File: config.mk
export PLATFORM = sky130hd
export DESIGN_NAME = mem_wb_stage_flat
export DESIGN_NICKNAME = d
export VERILOG_FILES = /design/src/rtl/mem_wb_stage_if.sv /design/src/rtl/mem_wb_stage.sv /design/src/flat_wrapper.sv
export SDC_FILE = /design/constraint.sdc
export NUM_CORES = 1
export LEC_CHECK = 0
export CAP_MARGIN = 20
export CORE_MARGIN = 2
export CORE_UTILIZATION = 49
export DETAILED_ROUTE_END_ITERATION = 16
export GPL_TIMING_DRIVEN = 0
export HOLD_SLACK_MARGIN = 0.05
export PLACE_DENSITY = 0.86
export SLEW_MARGIN = 20
export SYNTH_ARGS = -nofsm -noshare
export SYNTH_HDL_FRONTEND = slang
export SYNTH_SLANG_ARGS = --single-unit
File: constraint.sdc
create_clock -name clk -period 3.75 [get_ports clk]
set_input_delay 0.375 -clock clk [delete_from_list [all_inputs] [get_ports clk]]
set_output_delay 0.375 -clock clk [all_outputs]
set_load 0.1 [all_outputs]
File: src/rtl/mem_wb_stage_if.sv
// MEM -> WB beat bundle with a valid/ready handshake.
// The MEM stage drives the master side; write-back is the slave.
interface mem_wb_stage_if #(
    parameter int ADDR_WIDTH = 32,
    parameter int INST_WIDTH = 32,
    parameter int DATA_WIDTH = 32,
    parameter int REG_WIDTH  = 5
);
    logic                  in_valid;
    logic                  in_ready;
    logic [ADDR_WIDTH-1:0] in_pc;
    logic [INST_WIDTH-1:0] in_inst;
    logic [DATA_WIDTH-1:0] in_rw_data;
    logic [REG_WIDTH-1:0]  in_rw_addr;
    logic                  in_rw_en;

    modport master (
        output in_valid,
        output in_pc,
        output in_inst,
        output in_rw_data,
        output in_rw_addr,
        output in_rw_en,
        input  in_ready
    );

    modport slave (
        input  in_valid,
        input  in_pc,
        input  in_inst,
        input  in_rw_data,
        input  in_rw_addr,
        input  in_rw_en,
        output in_ready
    );
endinterface

File: src/rtl/mem_wb_stage.sv
// Write-back stage: 2-entry elastic buffer (head + skid) retiring
// in order into the regfile, commit port and retired counter.
module mem_wb_stage #(
    parameter int ADDR_WIDTH = 32,
    parameter int INST_WIDTH = 32,
    parameter int DATA_WIDTH = 32,
    parameter int REG_WIDTH  = 5,
    parameter int CNT_WIDTH  = 64
) (
    input  logic                  clk,
    input  logic                  rst_n,
    mem_wb_stage_if.slave         mem,
    input  logic                  flush,
    input  logic                  stall,
    output logic                  rf_we,
    output logic [REG_WIDTH-1:0]  rf_waddr,
    output logic [DATA_WIDTH-1:0] rf_wdata,
    output logic                  commit_valid,
    output logic [ADDR_WIDTH-1:0] commit_pc,
    output logic [INST_WIDTH-1:0] commit_inst,
    output logic                  fwd0_valid,
    output logic [REG_WIDTH-1:0]  fwd0_addr,
    output logic [DATA_WIDTH-1:0] fwd0_data,
    output logic                  fwd1_valid,
    output logic [REG_WIDTH-1:0]  fwd1_addr,
    output logic [DATA_WIDTH-1:0] fwd1_data,
    output logic [CNT_WIDTH-1:0]  retired_cnt
);

    typedef struct packed {
        logic [ADDR_WIDTH-1:0] pc;
        logic [INST_WIDTH-1:0] inst;
        logic [DATA_WIDTH-1:0] data;
        logic [REG_WIDTH-1:0]  addr;
        logic                  en;
    } entry_t;

    entry_t               head_q, head_d;
    entry_t               skid_q, skid_d;
    logic                 head_v_q, head_v_d;
    logic                 skid_v_q, skid_v_d;
    logic [CNT_WIDTH-1:0] cnt_q, cnt_d;

    entry_t beat;
    logic   retire;
    logic   accept;
    logic   head_free;

    assign beat.pc   = mem.in_pc;
    assign beat.inst = mem.in_inst;
    assign beat.data = mem.in_rw_data;
    assign beat.addr = mem.in_rw_addr;
    assign beat.en   = mem.in_rw_en;

    // Ready comes from state only, so MEM never sees a comb loop.
    assign mem.in_ready = !skid_v_q;

    assign retire    = head_v_q && !stall;
    assign accept    = mem.in_valid && !skid_v_q && !flush;
    assign head_free = !head_v_q || retire;

    always_comb begin
        head_d   = head_q;
        skid_d   = skid_q;
        head_v_d = head_v_q;
        skid_v_d = skid_v_q;
        cnt_d    = cnt_q + {{(CNT_WIDTH-1){1'b0}}, retire};
        if (flush) begin
            head_v_d = 1'b0;
            skid_v_d = 1'b0;
        end else if (head_free) begin
            // Skid full implies no accept this cycle.
            if (skid_v_q) begin
                head_d   = skid_q;
                head_v_d = 1'b1;
                skid_v_d = 1'b0;
            end else if (accept) begin
                head_d   = beat;
                head_v_d = 1'b1;
            end else begin
                head_v_d = 1'b0;
            end
        end else if (accept) begin
            skid_d   = beat;
            skid_v_d = 1'b1;
        end
    end

    always_ff @(posedge clk or negedge rst_n) begin
        if (!rst_n) begin
            head_q   <= '0;
            skid_q   <= '0;
            head_v_q <= 1'b0;
            skid_v_q <= 1'b0;
            cnt_q    <= '0;
        end else begin
            head_q   <= head_d;
            skid_q   <= skid_d;
            head_v_q <= head_v_d;
            skid_v_q <= skid_v_d;
            cnt_q    <= cnt_d;
        end
    end

    assign commit_valid = retire;
    assign commit_pc    = head_v_q ? head_q.pc : '0;
    assign commit_inst  = head_v_q ? head_q.inst : '0;

    assign rf_we    = retire && head_q.en && (head_q.addr != '0);
    assign rf_waddr = head_v_q ? head_q.addr : '0;
    assign rf_wdata = head_v_q ? head_q.data : '0;

    assign fwd0_valid = head_v_q && head_q.en && (head_q.addr != '0);
    assign fwd0_addr  = fwd0_valid ? head_q.addr : '0;
    assign fwd0_data  = fwd0_valid ? head_q.data : '0;

    assign fwd1_valid = skid_v_q && skid_q.en && (skid_q.addr != '0);
    assign fwd1_addr  = fwd1_valid ? skid_q.addr : '0;
    assign fwd1_data  = fwd1_valid ? skid_q.data : '0;

    assign retired_cnt = cnt_q;

endmodule

File: src/flat_wrapper.sv
// flat-port wrapper written by rule: the top's interface ports become plain ports
module mem_wb_stage_flat 
#(
    parameter int ADDR_WIDTH = 32,
    parameter int INST_WIDTH = 32,
    parameter int DATA_WIDTH = 32,
    parameter int REG_WIDTH  = 5,
    parameter int CNT_WIDTH  = 64
)
  (clk, rst_n, flush, stall, rf_we, rf_waddr, rf_wdata, commit_valid, commit_pc, commit_inst, fwd0_valid, fwd0_addr, fwd0_data, fwd1_valid, fwd1_addr, fwd1_data, retired_cnt, mem_in_valid, mem_in_pc, mem_in_inst, mem_in_rw_data, mem_in_rw_addr, mem_in_rw_en, mem_in_ready);
  mem_wb_stage_if #(.ADDR_WIDTH(ADDR_WIDTH), .INST_WIDTH(INST_WIDTH), .DATA_WIDTH(DATA_WIDTH), .REG_WIDTH(REG_WIDTH)) mem_i ();
  input  logic clk;
  input  logic rst_n;
  input  logic flush;
  input  logic stall;
  output logic rf_we;
  output logic [REG_WIDTH-1:0] rf_waddr;
  output logic [DATA_WIDTH-1:0] rf_wdata;
  output logic commit_valid;
  output logic [ADDR_WIDTH-1:0] commit_pc;
  output logic [INST_WIDTH-1:0] commit_inst;
  output logic fwd0_valid;
  output logic [REG_WIDTH-1:0] fwd0_addr;
  output logic [DATA_WIDTH-1:0] fwd0_data;
  output logic fwd1_valid;
  output logic [REG_WIDTH-1:0] fwd1_addr;
  output logic [DATA_WIDTH-1:0] fwd1_data;
  output logic [CNT_WIDTH-1:0] retired_cnt;
  input wire logic [$bits(mem_i.in_valid)-1:0] mem_in_valid;
  input wire logic [$bits(mem_i.in_pc)-1:0] mem_in_pc;
  input wire logic [$bits(mem_i.in_inst)-1:0] mem_in_inst;
  input wire logic [$bits(mem_i.in_rw_data)-1:0] mem_in_rw_data;
  input wire logic [$bits(mem_i.in_rw_addr)-1:0] mem_in_rw_addr;
  input wire logic [$bits(mem_i.in_rw_en)-1:0] mem_in_rw_en;
  output wire logic [$bits(mem_i.in_ready)-1:0] mem_in_ready;
  assign mem_i.in_valid = mem_in_valid;
  assign mem_i.in_pc = mem_in_pc;
  assign mem_i.in_inst = mem_in_inst;
  assign mem_i.in_rw_data = mem_in_rw_data;
  assign mem_i.in_rw_addr = mem_in_rw_addr;
  assign mem_i.in_rw_en = mem_in_rw_en;
  assign mem_in_ready = mem_i.in_ready;
  mem_wb_stage #(.ADDR_WIDTH(ADDR_WIDTH), .INST_WIDTH(INST_WIDTH), .DATA_WIDTH(DATA_WIDTH), .REG_WIDTH(REG_WIDTH), .CNT_WIDTH(CNT_WIDTH)) u_core (.clk(clk), .rst_n(rst_n), .mem(mem_i), .flush(flush), .stall(stall), .rf_we(rf_we), .rf_waddr(rf_waddr), .rf_wdata(rf_wdata), .commit_valid(commit_valid), .commit_pc(commit_pc), .commit_inst(commit_inst), .fwd0_valid(fwd0_valid), .fwd0_addr(fwd0_addr), .fwd0_data(fwd0_data), .fwd1_valid(fwd1_valid), .fwd1_addr(fwd1_addr), .fwd1_data(fwd1_data), .retired_cnt(retired_cnt));
endmodule
# Word-level counts from Yosys, hierarchy flattened

Cells that the tools add are included.

Register bits after elaboration: 270
Bits of input ports: 107
Output and inout bits: 244
Word-level logic and storage cells: 54

Add/subtract/negate cells: 1
Mux-type cells: 17
Bitwise operators: 2
Reductions and logical operators: 21

Operator list:

| cell                   | count |
|---|---|
| two-way mux 102 bit    | 2 |
| two-way mux 32 bit     | 5 |
| adder 64 x 1 -> 64 bit | 1 |
| two-way mux 5 bit      | 3 |
| nonzero test 5 bit     | 2 |
| logical AND 1 bit      | 9 |
| two-way mux 1 bit      | 7 |
| AND reduction 3 bit    | 2 |
| logical NOT 1 bit      | 4 |
| nonzero test 2 bit     | 2 |
| nonzero test 3 bit     | 1 |
| NOT 1 bit              | 2 |
| logical OR 1 bit       | 1 |

# Logic depth before layout (Yosys ltp)

Word-level depth: 7
Depth in mapped cells: 11
Gate-level depth less buffers: 8

# Worst setup path after synthesis

OpenSTA, ideal clock, no wires.

Kind: reg-to-reg
Start: reg u_core.head_v_q
End: reg u_core.cnt_q[38] (netlist: u_core.retired_cnt[38])
Library setup time: 0.158 ns
Arrival time: 4.379 ns
Required time: 3.592 ns
Setup slack: -0.787 ns
Stages on the path, launching flop included: 12
Buffers on the path: 3
Clock period less this slack: 4.537 ns
Cell sequence: dfrtp_1 > clkbuf_1 > clkbuf_1 > nor2b_1 > ha_1 > ha_1 > nand3_1 > or4_1 > buf_2 > nor4_4 > or3b_1 > xnor2_1

Longest elaborated chain between the ends: 2

Ends and longest elaborated chain:

| element                    | RTL line            | source |
|---|---|---|
| start, declared            | mem_wb_stage.sv:40  | `logic head_v_q, head_v_d;` |
| start signal, assigned     | mem_wb_stage.sv:99  | `head_v_q <= head_v_d;` |
| logical AND 1 bit          | mem_wb_stage.sv:58  | `assign retire = head_v_q && !stall;` |
| named net commit_valid     | flat_wrapper.sv:19  | `output logic commit_valid;` |
| adder 64 x 1 -> 64 bit     | mem_wb_stage.sv:67  | `cnt_d = cnt_q + {{(CNT_WIDTH-1){1'b0}}, retire};` |
| named net u_core.cnt_d[38] | mem_wb_stage.sv:42  | `logic [CNT_WIDTH-1:0] cnt_q, cnt_d;` |
| end signal, assigned       | mem_wb_stage.sv:101 | `cnt_q <= cnt_d;` |
| end, declared              | mem_wb_stage.sv:42  |  |

The timed path passes the listed nets, and every way through them passes these cells.
A chain may end at the register's enable or synchronous reset.

# Worst setup path in the final report

Start: reg u_core.head_v_q
End: out fwd0_valid

Longest elaborated chain between the ends: 2

Ends and longest elaborated chain:

| element                         | RTL line            | source |
|---|---|---|
| logical AND 1 bit (2 in series) | mem_wb_stage.sv:113 | `assign fwd0_valid = head_v_q && head_q.en && (head_q.addr != '0);` |
| end, declared                   | flat_wrapper.sv:22  | `output logic fwd0_valid;` |

No other way between the ends.

==> metrics.txt <==
Slew Viols, Final 0; Worst Path Required 3.38 ns; Mean Syn Cell Area 10.96 um^2; fraction of layout cells with a size suffix above 1 0.1269; GRT overflow 0; Core Util, Final 0.6959; I/O Buffers 350; final setup margin 0.08988 ns; Flop pwr share 0.411; YS warnings 0; Post-Syn Area 0.01260 mm^2; commonest non-fill, non-tap cells in the layout clkdlybuf4s50_1, dfrtp_1, and2_1, nor2_1; reg2reg start u_core.head_v_q$_DFFE_PN0N_; Initial Util 0.4991; Hold WC Path Type input port to async pin; Worst Setup End Kind output port; WHS 0.4310 ns; maxcap violations 0; gpl congestion 0.9199; WL final 38.30 mm; Slew @ Worst Pin 1.160 ns; switching pwr 3.285 mW; first-pass GRT wire length 58.20 mm; # clock sinks 270; VDD IR max 0.7090 mV; largest net degree at the start of global routing 95; CTS root buf clkbuf_16; power per cell area 517.8 mW/mm^2; Setup-failing EPs final 0; placed inst area 0.01659 mm^2; Core ar. 0.02525 mm^2; Final Cell Area 0.01757 mm^2; vias per cell 5.420; P_leak 7.519 nW; overall power 9.101 mW; number of global-route vias before repair 10610; number of synthesized flops with an enable pin 0; DR iter-0 viols 706; Post-route DRC 0; post-synthesis async set-or-reset flop share 1.000; crit start category flop; Yosys top cell by area dfrtp_1; syn_nets 1259; worst skew pair latency 0.55 ns; clock slew at reported path FFs 0.06 ns; R2R cell count 10; Mapped Cells 1150; Final HPWL DP 27.66 mm; Die W 164.4 um; #FFs+latches synth 270; Initial DRT Pass Iterations 5; pre-CTS WS -0.7513 ns; setup bufs post-CTS 0; flop2flop setup slack 0.23 ns; Synth top area share 0.5360; post-synthesis cell type count 32; Clock Path Buffers 3; Internal Pwr Total 5.816 mW; I/O pins 351; RSZ-0062 raised after global routing false; top_reg_cell synth dfrtp_1; Sw Share 0.3609; CTS tree yes; Achievable Freq 273.2 MHz; sequential area share after synthesis 0.5360; Period minus WS final 3.660 ns; routed via count 10220; CTS buffer count 29; WL per Instance 20.31 um; most common cell after layout, fill and taps aside clkdlybuf4s50_1; WS Path Type flop to output port; Site Rows 58; proportion of power drawn by the clock network 0.307; Crit Path Max Fanout 10; Filler Cells Inserted 1872; main area contributors after synthesis dfrtp_1, mux2_2, and2_1, mux2i_1, a21oi_1; Setup Skew 0.02225 ns; Worst Path Arrival 3.29 ns; die area 0.02702 mm^2; combinational power share 0.282; Layout Nets 1642; Total GRT Usage 0.2777; H-tree depth 1; Hold Violations, Final 0; crit share post-route 0.9760; die height 164.4 um; post-route ant nets 0; FF-to-FF End u_core.retired_cnt[60]$_DFF_PN0_; Slew headroom 0.2242; Area growth syn-to-layout 39.43%; status finished, final reports clean; initial antenna violation count 3
sequential cells by signal, summed over array words and instances (netlist names):
name / count
u_core.head_v_q: 1
u_core.skid_q: 102
u_core.skid_v_q: 1
u_core.head_q: 102
u_core.retired_cnt: 64
critical path: stages (launching register included):
cell and delay (ns):
dfrtp_2 0.56, o311a_1 0.54, clkbuf_1 0.43, clkdlybuf4s50_1 1.22
area by class of cell:
class                           count  area, um^2  share of cell area
Inverter                           11       41.29            0.002349
Clock buffer                       36       792.0             0.04507
Timing Repair Buffer              353        3608              0.2053
Antenna cell                        4       10.01           0.0005696
Sequential cell                   270        6758              0.3845
Multi-Input combinational cell    804        5579              0.3175
Tap cell                          330       412.9             0.02349
Clock inverter                     14       128.9            0.007333
Buffer                             64       244.0             0.01388
layer usage:
layer	up-vias	global-route usage	wire length, um
li1	4679	-	-
met1	5114	0.3187	14450
met2	357	0.4913	19230
met3	72	0.08463	3400
met4	0	0.09842	1220
met5	-	0	0
logic make-up (layout without fill, tap and decap cells):
logic type / after synthesis / after routing / share of synthesized area
simple gates: 431 / 431 / 0.1821
flops: 270 / 270 / 0.5360
mux: 203 / 203 / 0.1713
compound gates: 106 / 106 / 0.04278
buf+inv: 76 / 478 / 0.02273
xor+xnor: 62 / 62 / 0.04308
fa+ha+maj: 2 / 2 / 0.001985
other cells: 0 / 4 / 0
worst max path at each step:
stage                                 from                          endpoint  cells after the start  slack (ns)
6_report       u_core.head_v_q$_DFFE_PN0N_                        fwd0_valid                      3        0.09
5_1_grt        u_core.head_v_q$_DFFE_PN0N_                        fwd0_valid                      3       0.007
4_1_cts        u_core.head_v_q$_DFFE_PN0N_                     fwd0_data[13]                      4      0.0002
2_1_floorplan  u_core.head_v_q$_DFFE_PN0N_  u_core.retired_cnt[38]$_DFF_PN0_                     11        0.15
3_3_place_gp                         rst_n     u_core.head_q[26]$_DFFE_PN0P_                      1       -9.18
3_5_place_dp   u_core.head_v_q$_DFFE_PN0N_  u_core.retired_cnt[63]$_DFF_PN0_                      9       -0.75
through the flow:
step | instances | TNS [ns]
6_report | 1886 | 0
5_1_grt | 1885 | 0
4_1_cts | 1882 | 0
3_5_place_dp | 1832 | -12.78
3_3_place_gp | 1830 | -2478.93
2_1_floorplan | 1150 | 0
power groups by stage:
stage	logic, mW	clock network [mW]	registers [mW]
2_1_floorplan	1.71	0	3.85
3_3_place_gp	2.54	0	3.74
3_5_place_dp	2.59	0	3.77
4_1_cts	2.58	2.83	3.73
5_1_grt	2.69	2.96	3.79
6_report	2.57	2.79	3.74
repair_timing:
action | 4_1_cts | 5_1_grt
hold buffers | 1 | 0
pin swaps | 0 | 1
endpoints found under the setup margin | 169 | 26
hold endpoints to repair | 85 | 0
resized for setup | 134 | 15
cell usage after synthesis (all sizes together) (2+ instances only):
master	number
or2	2
xor2	31
mux2	102
or3	2
nor2b	2
buf	11
nand3	28
or4	2
mux2i	101
clkbuf	54
and2	171
nor2	128
nand2	28
nand4	19
a21oi	103
and4	4
ha	2
and3	10
xnor2	31
nor4	16
dfrtp	270
nor3	17
inv	11
No activity file was read; power rests on OpenSTA's default activity.
